`config.mk`:
```
export PLATFORM = sky130hd
export DESIGN_NAME = hazard_ctrl
export DESIGN_NICKNAME = d
export VERILOG_FILES = /design/src/rtl/hazard_ctrl.sv
export SDC_FILE = /design/constraint.sdc
export NUM_CORES = 1
export LEC_CHECK = 0
export CORE_MARGIN = 2
export CORE_UTILIZATION = 42
export DETAILED_ROUTE_END_ITERATION = 10
export HOLD_SLACK_MARGIN = 0.02
export PLACE_DENSITY = 0.84
export SLEW_MARGIN = 0
export SYNTH_ARGS = -nofsm -noshare
export SYNTH_HDL_FRONTEND = slang
export SYNTH_SLANG_ARGS = --single-unit
export TNS_END_PERCENT = 1
```
`constraint.sdc`:
```
create_clock -name clk -period 2.4 [get_ports clk]
set_input_delay 0.48 -clock clk [delete_from_list [all_inputs] [get_ports clk]]
set_output_delay 0.48 -clock clk [all_outputs]
set_load 0.005 [all_outputs]
```
`src/rtl/hazard_ctrl.sv`:
```
// Hazard controller for the rv32i 5-stage pipeline: EX forwarding selects,
// load-use interlock with LOAD_LAT bubbles, redirect flushes, memory freeze, event counters.
module hazard_ctrl #(
    parameter int RAW      = 5,
    parameter int LOAD_LAT = 1,
    parameter int CNT_W    = 32
) (
    input  logic             clk,
    input  logic             rst,
    input  logic [RAW-1:0]   src1_ID,
    input  logic [RAW-1:0]   src2_ID,
    input  logic             use1_ID,
    input  logic             use2_ID,
    input  logic [RAW-1:0]   src1_EX,
    input  logic [RAW-1:0]   src2_EX,
    input  logic [RAW-1:0]   dest_EX,
    input  logic [RAW-1:0]   dest_MEM,
    input  logic [RAW-1:0]   dest_WB,
    input  logic             regwen_EX,
    input  logic             regwen_MEM,
    input  logic             regwen_WB,
    input  logic             memread_EX,
    input  logic             PCsel_EX,
    input  logic             mem_busy,
    input  logic             cnt_clr,
    output logic [1:0]       fwdA,
    output logic [1:0]       fwdB,
    output logic             stall_F,
    output logic             stall_D,
    output logic             stall_E,
    output logic             stall_M,
    output logic             flush_D,
    output logic             flush_E,
    output logic [CNT_W-1:0] stall_cnt,
    output logic [CNT_W-1:0] flush_cnt
);

    localparam logic [1:0] IDLE    = 2'd0;
    localparam logic [1:0] LDUSE   = 2'd1;
    localparam logic [1:0] MEMWAIT = 2'd2;

    localparam logic [1:0] BCNT_INIT = 2'(LOAD_LAT - 1);
    localparam bit         MULTI     = (LOAD_LAT > 1);
    localparam logic [CNT_W-1:0] CNT_ONE = {{(CNT_W-1){1'b0}}, 1'b1};

    logic [1:0]       state_r;
    logic [1:0]       ret_r;
    logic [1:0]       bcnt_r;
    logic [1:0]       state_nxt_s;
    logic [1:0]       ret_nxt_s;
    logic [1:0]       bcnt_nxt_s;
    logic [1:0]       eff_s;
    logic             lu_s;
    logic             flush_ev_s;
    logic [CNT_W-1:0] stall_cnt_r;
    logic [CNT_W-1:0] flush_cnt_r;

    // MEM result has priority over WB; x0 is never forwarded
    function automatic logic [1:0] fwd_sel(
        input logic [RAW-1:0] src,
        input logic           wen_m,
        input logic [RAW-1:0] dst_m,
        input logic           wen_w,
        input logic [RAW-1:0] dst_w
    );
        if (wen_m && (dst_m != {RAW{1'b0}}) && (dst_m == src)) begin
            fwd_sel = 2'b10;
        end else if (wen_w && (dst_w != {RAW{1'b0}}) && (dst_w == src)) begin
            fwd_sel = 2'b11;
        end else begin
            fwd_sel = 2'b00;
        end
    endfunction

    // MEMWAIT behaves as the state it froze
    assign eff_s = (state_r == MEMWAIT) ? ret_r : state_r;

    // Load-use detection and forwarding selects
    always_comb begin
        lu_s = memread_EX && regwen_EX && (dest_EX != {RAW{1'b0}}) &&
               ((use1_ID && (src1_ID == dest_EX)) || (use2_ID && (src2_ID == dest_EX)));
        if (rst) begin
            fwdA = 2'b00;
            fwdB = 2'b00;
        end else begin
            fwdA = fwd_sel(src1_EX, regwen_MEM, dest_MEM, regwen_WB, dest_WB);
            fwdB = fwd_sel(src2_EX, regwen_MEM, dest_MEM, regwen_WB, dest_WB);
        end
    end

    // Pipeline stall/flush controls, priority: reset, freeze, redirect, interlock
    always_comb begin
        stall_F    = 1'b0;
        stall_D    = 1'b0;
        stall_E    = 1'b0;
        stall_M    = 1'b0;
        flush_D    = 1'b0;
        flush_E    = 1'b0;
        flush_ev_s = 1'b0;
        if (rst) begin
            flush_D = 1'b1;
            flush_E = 1'b1;
        end else if (mem_busy) begin
            stall_F = 1'b1;
            stall_D = 1'b1;
            stall_E = 1'b1;
            stall_M = 1'b1;
        end else if (PCsel_EX) begin
            flush_D    = 1'b1;
            flush_E    = 1'b1;
            flush_ev_s = 1'b1;
        end else if ((eff_s == LDUSE) || lu_s) begin
            stall_F = 1'b1;
            stall_D = 1'b1;
            flush_E = 1'b1;
        end else begin
            flush_ev_s = 1'b0;
        end
    end

    // Next-state logic; the return state and bcnt are held while memory is busy
    always_comb begin
        state_nxt_s = IDLE;
        ret_nxt_s   = ret_r;
        bcnt_nxt_s  = bcnt_r;
        if (mem_busy) begin
            state_nxt_s = MEMWAIT;
            ret_nxt_s   = eff_s;
        end else if (PCsel_EX) begin
            state_nxt_s = IDLE;
            bcnt_nxt_s  = 2'd0;
        end else if (eff_s == LDUSE) begin
            if (bcnt_r == 2'd1) begin
                state_nxt_s = IDLE;
                bcnt_nxt_s  = 2'd0;
            end else begin
                state_nxt_s = LDUSE;
                bcnt_nxt_s  = bcnt_r - 2'd1;
            end
        end else if (lu_s && MULTI) begin
            state_nxt_s = LDUSE;
            bcnt_nxt_s  = BCNT_INIT;
        end else begin
            state_nxt_s = IDLE;
        end
    end

    // State registers
    always_ff @(posedge clk) begin
        if (rst) begin
            state_r <= IDLE;
            ret_r   <= IDLE;
            bcnt_r  <= 2'd0;
        end else begin
            state_r <= state_nxt_s;
            ret_r   <= ret_nxt_s;
            bcnt_r  <= bcnt_nxt_s;
        end
    end

    // Performance counters; clear wins over increment, wrap is natural
    always_ff @(posedge clk) begin
        if (rst || cnt_clr) begin
            stall_cnt_r <= {CNT_W{1'b0}};
            flush_cnt_r <= {CNT_W{1'b0}};
        end else begin
            if (stall_D) begin
                stall_cnt_r <= stall_cnt_r + CNT_ONE;
            end
            if (flush_ev_s) begin
                flush_cnt_r <= flush_cnt_r + CNT_ONE;
            end
        end
    end

    assign stall_cnt = stall_cnt_r;
    assign flush_cnt = flush_cnt_r;

endmodule

```
== Word level (Yosys, flattened, before mapping) ==
Index checks and enable logic that the tools add are counted.

* $add $sub $neg: 3
* Muxes and demuxes: 27
* Eq/ne operators: 9
* Bitwise logic cells: 2
* Reductions and logical operators: 20

{| class="wikitable"
|+ Operators by type and width
! cell !! number
|-
| $add 32x1->32 const B || 2
|-
| $eq 5x5->1 || 6
|-
| $mux 2 || 13
|-
| $reduce_bool 5->1 || 3
|-
| $mux 1 || 14
|-
| $logic_and 1x1->1 || 11
|-
| $eq 2x1->1 const B || 2
|-
| $reduce_or 4->1 || 1
|-
| $logic_or 1x1->1 || 3
|-
| $eq 2x2->1 const B || 1
|-
| $not 1->1 || 2
|-
| $reduce_and 2->1 || 1
|-
| $reduce_bool 2->1 || 1
|-
| $sub 2x1->2 const B || 1
|}

* Bits in registers: 70
* Word-level logic and storage cells: 67
* Output and inout port bits: 74
* Bits of input ports: 46

== Depth between registers and ports, before layout ==
Gate-level depths: netlist of run 1.

* Word-level depth: 9
* Gate-level depth with buffers: 9

== Least setup slack after synthesis of run 1 ==
Ideal clock, no wire load.

* Path kind: input-to-output
* Start point: input dest_EX[1]
* End point: output stall_F
* Path buffers: 2
* Stages on the path: 7
* Slack: -0.063 ns
* Arrival: 1.983 ns
* Cell sequence: or4_1 o211ai_1 nor2_1 a21oi_1 buf_2 inv_1 buf_4

* Word-level cells in the longest chain between the ends: 9

{| class="wikitable"
|+ Ends and longest elaborated chain
! element !! line !! RTL
|-
| from (decl) || 16 || <nowiki>input logic [RAW-1:0] dest_EX,</nowiki>
|-
| $eq 5x5->1 || 81 || <nowiki>((use1_ID && (src1_ID == dest_EX)) || (use2_ID && (src2_ID == dest_EX)));</nowiki>
|-
| $logic_and 1x1->1 || 81 ||
|-
| $logic_or 1x1->1 || 81 ||
|-
| $logic_and 1x1->1 (*) || 80 || <nowiki>lu_s = memread_EX && regwen_EX && (dest_EX != {RAW{1'b0}}) &&</nowiki>
|-
| $logic_or 1x1->1 (*) || 112 || <nowiki>end else if ((eff_s == LDUSE) || lu_s) begin</nowiki>
|-
| $mux 1 (*) (4 in series) || - ||
|-
| to (decl) || 28 || <nowiki>output logic stall_F,</nowiki>
|}

Every way passes the cells marked *; elsewhere a longest branch is shown, timed or not.

== Final worst setup path of run 1 ==
* Start point: input dest_EX[2]
* End point: output stall_F

* Word-level cells in the longest chain between the ends: 9

{| class="wikitable"
|+ Ends and longest elaborated chain
! element !! line !! RTL
|-
| $eq 5x5->1 || 81 ||
|-
| $logic_and 1x1->1 || 81 ||
|-
| $logic_or 1x1->1 || 81 ||
|-
| $logic_and 1x1->1 (*) || 80 ||
|-
| $logic_or 1x1->1 (*) || 112 ||
|-
| $mux 1 (*) || 112 ||
|-
| $mux 1 (*) || 108 || <nowiki>end else if (PCsel_EX) begin</nowiki>
|-
| $mux 1 (*) || 103 || <nowiki>end else if (mem_busy) begin</nowiki>
|-
| $mux 1 (*) || 100 || <nowiki>if (rst) begin</nowiki>
|}

Marked as above.

==> metrics.txt, run 1 <==
status=complete, no violations; Worst setup SP type=input port; Post-synth EDFFs=0; Routed wire per std cell=14.8 microns; Switching Share=0.249; CTS buffer count=9; area grow syn2layout=55.3%; Setup Skew=8.89 ps; CP required=1920 ps; Min Clock Period, post-route=2370 ps; Final Max Tran Viols=0; synthesis-stage register bit count=70; Worst path top cell family by delay=simple AND/OR/NAND/NOR gates; post-route setup TNS=0 ps; most common cell after layout, fill and taps aside=clkdlybuf4s50_1; most frequent cells in the layout=78 x clkdlybuf4s50_1, 70 x dfxtp_1, 50 x nor2_1; setup violators final=0; vias in the first global route=3,836; DP Worst Slack=-638 ps; die span in x=96.6 microns; fmax=0.422 GHz; crit path kind=in2out; drt pass-1 iters=4; CTS max path bufs=2; min setup slack post-route=32.0 ps; Via Count=3,946; All-Layer GR Usage=0.232; critical path's most frequent cell=buf_2; Crit. End Element=primary output; syn nets=489; DRC violations left=0; slowest CP cell=or4_4; final cycle utilization of the critical path=0.987; Core Footprint=8260 sq um; Slew @ Worst Pin=450 ps; initial DRC count=98; Fillers=661; routability cong.=0.822; CP cell instances=buf_2 -> or4_4 -> o211ai_1 -> nor2_1 -> a21oi_2 -> inv_2 -> buf_2; fraction of registers with async set/reset=0; VDD IR-drop max=0.356 mV; register area share after synthesis=0.389; Worst EP arrival=1890 ps; DPL Wire Length=7.65 mm; total grt overflow=0; H-tree levels=3; P_leak=0.00194 uW; I/O Buffers=119; Mapped Cells=440; Warnings, synthesis=0; clock slew at reported path FFs=80 ps; Main synth FF type=dfxtp_1; Max stage delay on crit path=520 ps; largest net degree at the start of global routing=27; CTS tree=done; P_int=1810 uW; # hold bufs at CTS=0; Yosys cell types=41; DIE HEIGHT=96.6 microns; post-synthesis cell area=3600 sq um; initial cell density of the core=0.436; initial antenna violation count=0; Clock power frac=0.391; Switch Pwr=600 uW; Final Hold Vio Count=0; Post-Route WL=10.6 mm; TritonCTS Sinks=70; pwr/cell area=432 nW/um^2; Clock Latency Late Sink=340 ps; first-pass GRT wire length=17.1 mm; DRT antenna net count=0; I/O pin count=120; DIE AREA=9320 sq um; Comb pwr share=0.126; Nets=655; Buf+Inv Stages, Crit Path=3; MaxCap Viol Count=0; RSZ-0062 raised after global routing=yes; worst-path maximum fanout=3; share of cells above drive strength 1=0.190; syn_area_per_cell=8.18 sq um; Rows=33; Hold Path Class=reg2reg; max_slew headroom=0.697; antenna cells=0; power share of the sequential group=0.483; vias per cell=5.51; CTS Root Buffer Type=clkbuf_8
logic make-up after synthesis:
logic type,Yosys count,share of synthesized area
adders and majority gates,3,0.0104
and+or+nand+nor,195,0.285
muxes,1,0.00278
buffers and inverters,26,0.0306
xor gates and xnor gates,60,0.146
AOI/OAI and AO/OA,85,0.135
DFF,70,0.389
per-layer routing:
| metal | part of all wire | track usage |
|---|---|---|
| met5 | 0 | 0 |
| met2 | 0.50 | 0.410 |
| met1 | 0.40 | 0.265 |
| met3 | 0.062 | 0.0543 |
| met4 | 0.033 | 0.102 |
power groups by stage:
| stage | Combinational (uW) | Sequential (uW) | Clock, uW |
|---|---|---|---|
| final | 304 | 1170 | 944 |
| after global routing | 325 | 1170 | 1010 |
| after CTS | 294 | 1170 | 974 |
| after detailed placement | 282 | 1190 | 0 |
| after global placement | 271 | 1190 | 0 |
| after floorplan | 104 | 1190 | 0 |
worst min-delay path: cells and delay by family, from the launching register on:
kind	cells	cell delay (ps)
AOI/OAI and AO/OA	2	130
DFF	1	320
through the flow:
step | area (sq um) | utilization | hold WS (ps) | total power (uW) | instances
2_1_floorplan | 3600 | - | 450 | 1300 | 440
3_3_place_gp | 5220 | 0.632 | 459 | 1470 | 693
3_5_place_dp | 5220 | 0.632 | 474 | 1480 | 693
4_1_cts | 5540 | 0.671 | 485 | 2430 | 716
5_1_grt | 5590 | 0.677 | 512 | 2510 | 716
6_report | 5590 | 0.677 | 487 | 2410 | 716
final cells by class:
type	instances	area, sq um	share of cell area
clock inverter	7	73.8	0.0132
inverter	9	33.8	0.00605
sequential	70	1400	0.251
tap	105	131	0.0235
timing repair buffer	172	1590	0.285
clock buffer	9	124	0.0222
multi-input combinational	344	2230	0.399
final timing paths:
path | start | endpoint | slack, ps | cells after the start
max | dest_EX[2] | stall_F | 30 | 7
min | bcnt_r[1]$_SDFFE_PP0P_ | bcnt_r[1]$_SDFFE_PP0P_ | 490 | 2
max reg2reg | stall_cnt[5]$_SDFFE_PP0P_ | stall_cnt[30]$_SDFFE_PP0P_ | 270 | 6
min reg2reg | bcnt_r[1]$_SDFFE_PP0P_ | bcnt_r[1]$_SDFFE_PP0P_ | 490 | 2
synth_stat cells, types with 3 or more instances:
cell / number / area [sq um]
clkbuf_1: 10 / 37.5
xnor2_1: 30 / 263
ha_1: 3 / 37.5
nor4_1: 5 / 31.3
nand4_1: 18 / 113
nor2_1: 51 / 191
nand2_1: 35 / 131
nand3_1: 21 / 105
nor3b_1: 3 / 22.5
inv_1: 9 / 33.8
dfxtp_1: 70 / 1400
or3_1: 17 / 106
a21oi_1: 40 / 200
nor2b_1: 8 / 50.1
or4_1: 15 / 113
xor2_1: 30 / 263
buf_2: 4 / 20.0
and4_1: 5 / 43.8
o31ai_1: 11 / 82.6
nor3_1: 5 / 25.0
o21ai_0: 23 / 115
what timing repair did:
action | CTS | global route
pin swaps | 36 | 19
resized for setup | 93 | 25
gates cloned | 2 | 0
setup endpoints to repair | 20 | 24
buffers inserted | 5 | 0
sequential cells by signal, indices dropped and copies added, names as in the netlist:
signal and cells:
flush_cnt 32, stall_cnt 32, bcnt_r 2, ret_r 2
state_r 2
No activity file was read; power rests on OpenSTA's default activity.
==> inputs of run 2 (changes only) <==
--- a/config.mk
+++ b/config.mk
@@ -9,7 +9,8 @@
 export CORE_UTILIZATION = 42
 export DETAILED_ROUTE_END_ITERATION = 10
 export HOLD_SLACK_MARGIN = 0.02
-export PLACE_DENSITY = 0.84
+export MAX_ROUTING_LAYER = met4
+export PLACE_DENSITY = 0.77
 export SLEW_MARGIN = 0
 export SYNTH_ARGS = -nofsm -noshare
 export SYNTH_HDL_FRONTEND = slang
==> metrics.txt, run 2 (same netlist as run 1, synthesis figures left out) <==
I/O Buffers=119; r2r endpoint=stall_cnt[30]$_SDFFE_PP0P_; die span in x=96.6 microns; Worst path top cell family by delay=simple AND/OR/NAND/NOR gates; Register Area=1400 sq um; fmax=0.421 GHz; Via Count=3,812; Nets=652; MaxCap Viol Count=0; placed insts=690; routability cong.=0.838; clock slew at reported path FFs=70 ps; Worst setup SP type=input port; final cycle utilization of the critical path=0.990; vias in the first global route=3,583; initial antenna violation count=0; Critical path origin=src1_EX[1]; Worst R2R Path Depth=6; All-Layer GR Usage=0.222; RSZ-0062 raised after global routing=yes; status=complete, no violations; CP required=1920 ps; H-tree levels=3; initial cell density of the core=0.436; total grt overflow=0; max_slew headroom=0.709; largest net degree at the start of global routing=24; Crit. End Element=primary output; CP endpoint=fwdA[0]; P_leak=0.00197 uW; vias per cell=5.35; first-pass GRT wire length=15.9 mm; Core Footprint=8260 sq um; Routed wire per std cell=14.0 microns; Placed Area=5180 sq um; Min Clock Period, post-route=2380 ps; I/O pin count=120; hold_ws=479 ps; DIE AREA=9320 sq um; pwr/cell area=414 nW/um^2; most common cell after layout, fill and taps aside=clkdlybuf4s50_1; Fillers=717; instance count on the critical path=5; Util after Layout=0.674; Final Hold Vio Count=0; Slew @ Worst Pin=435 ps; area grow syn2layout=54.7%; TritonCTS Sinks=70; initial DRC count=97; DIE HEIGHT=96.6 microns; antenna cells=0; DRC violations left=0; Post-Route WL=10.0 mm; Setup Skew=10.1 ps; setup violators final=0; worst-path maximum fanout=2; CP cell instances=clkdlybuf4s50_1 -> xor2_1 -> or4_4 -> nor3b_2 -> buf_2; Final Instance Area=5570 sq um; Hold Path Class=reg2reg; CTS tree=done; area occupied by multi-input gates=2240 sq um; Layout Cells excl Fill=713; DPL Wire Length=7.22 mm; slowest CP cell=or4_4; CTS max path bufs=2; R2R setup slack=290 ps; Rows=33; CTS buffer count=9; most frequent cells in the layout=77 x clkdlybuf4s50_1, 70 x dfxtp_1, 50 x nor2_1; drt pass-1 iters=6; Final Max Tran Viols=0; DRT antenna net count=0; share of cells above drive strength 1=0.178; CTS Root Buffer Type=clkbuf_8; VDD IR-drop max=0.258 mV; reg2reg start=stall_cnt[5]$_SDFFE_PP0P_; Clock Latency Late Sink=350 ps; Max stage delay on crit path=490 ps; crit path kind=in2out; Worst EP arrival=1900 ps; Buf+Inv Stages, Crit Path=2
[run 2: worst min path at each step]
stage | slack (ps) | from | cells after the start | to
3_5_place_dp | 470 | bcnt_r[1]$_SDFFE_PP0P_ | 2 | bcnt_r[1]$_SDFFE_PP0P_
3_3_place_gp | 460 | bcnt_r[1]$_SDFFE_PP0P_ | 2 | bcnt_r[1]$_SDFFE_PP0P_
4_1_cts | 480 | bcnt_r[1]$_SDFFE_PP0P_ | 2 | bcnt_r[1]$_SDFFE_PP0P_
6_report | 480 | bcnt_r[1]$_SDFFE_PP0P_ | 2 | bcnt_r[1]$_SDFFE_PP0P_
2_1_floorplan | 450 | bcnt_r[1]$_SDFFE_PP0P_ | 2 | bcnt_r[1]$_SDFFE_PP0P_
5_1_grt | 500 | bcnt_r[1]$_SDFFE_PP0P_ | 2 | bcnt_r[1]$_SDFFE_PP0P_
[run 2: power by group]
group          switching (uW)  internal [uW]
Sequential               3.86           1160
Combinational             132            164
Clock                     465            376
[run 2: what timing repair did]
item / CTS / global route
setup endpoints to repair: 24 / 25
buffers inserted: 2 / 3
hold buffers: 0 / 0
resized for setup: 74 / 36
gates cloned: 1 / 1
pin swaps: 20 / 25
[run 2: final cells by class]
cell class | instances | share of cell area
clock buffer | 9 | 0.0222
clock inverter | 7 | 0.00899
inverter | 9 | 0.00607
multi-input combinational | 344 | 0.402
sequential | 70 | 0.252
tap | 105 | 0.0236
timing repair buffer | 169 | 0.285
[run 2: per-layer routing]
| layer | global-route usage | vias up | wire (microns) |
|---|---|---|---|
| met2 | 0.377 | 102 | 4960 |
| met1 | 0.259 | 1773 | 4330 |
| li1 | - | 1917 | - |
| met4 | 0.0880 | 0 | 212 |
| met5 | - | - | 0 |
| met3 | 0.0434 | 20 | 500 |
[run 2: worst reg2reg max path, stage by stage, from the launching register on]
cell and delay [ps]:
dfxtp_1 430, nand4_1 220, nor4_1 460, nand2_1 90
buf_4 200, or4_4 490, a21oi_2 150
[run 2: through the flow]
| stage | setup slack (ps) | setup TNS, ps | total power, uW |
|---|---|---|---|
| after floorplan | 15.4 | 0 | 1300 |
| after global placement | -672 | -14570 | 1460 |
| after detailed placement | -698 | -16440 | 1470 |
| after CTS | -6.47 | -6.47 | 2310 |
| after global routing | -41.1 | -158 | 2400 |
| final | 22.8 | 0 | 2300 |
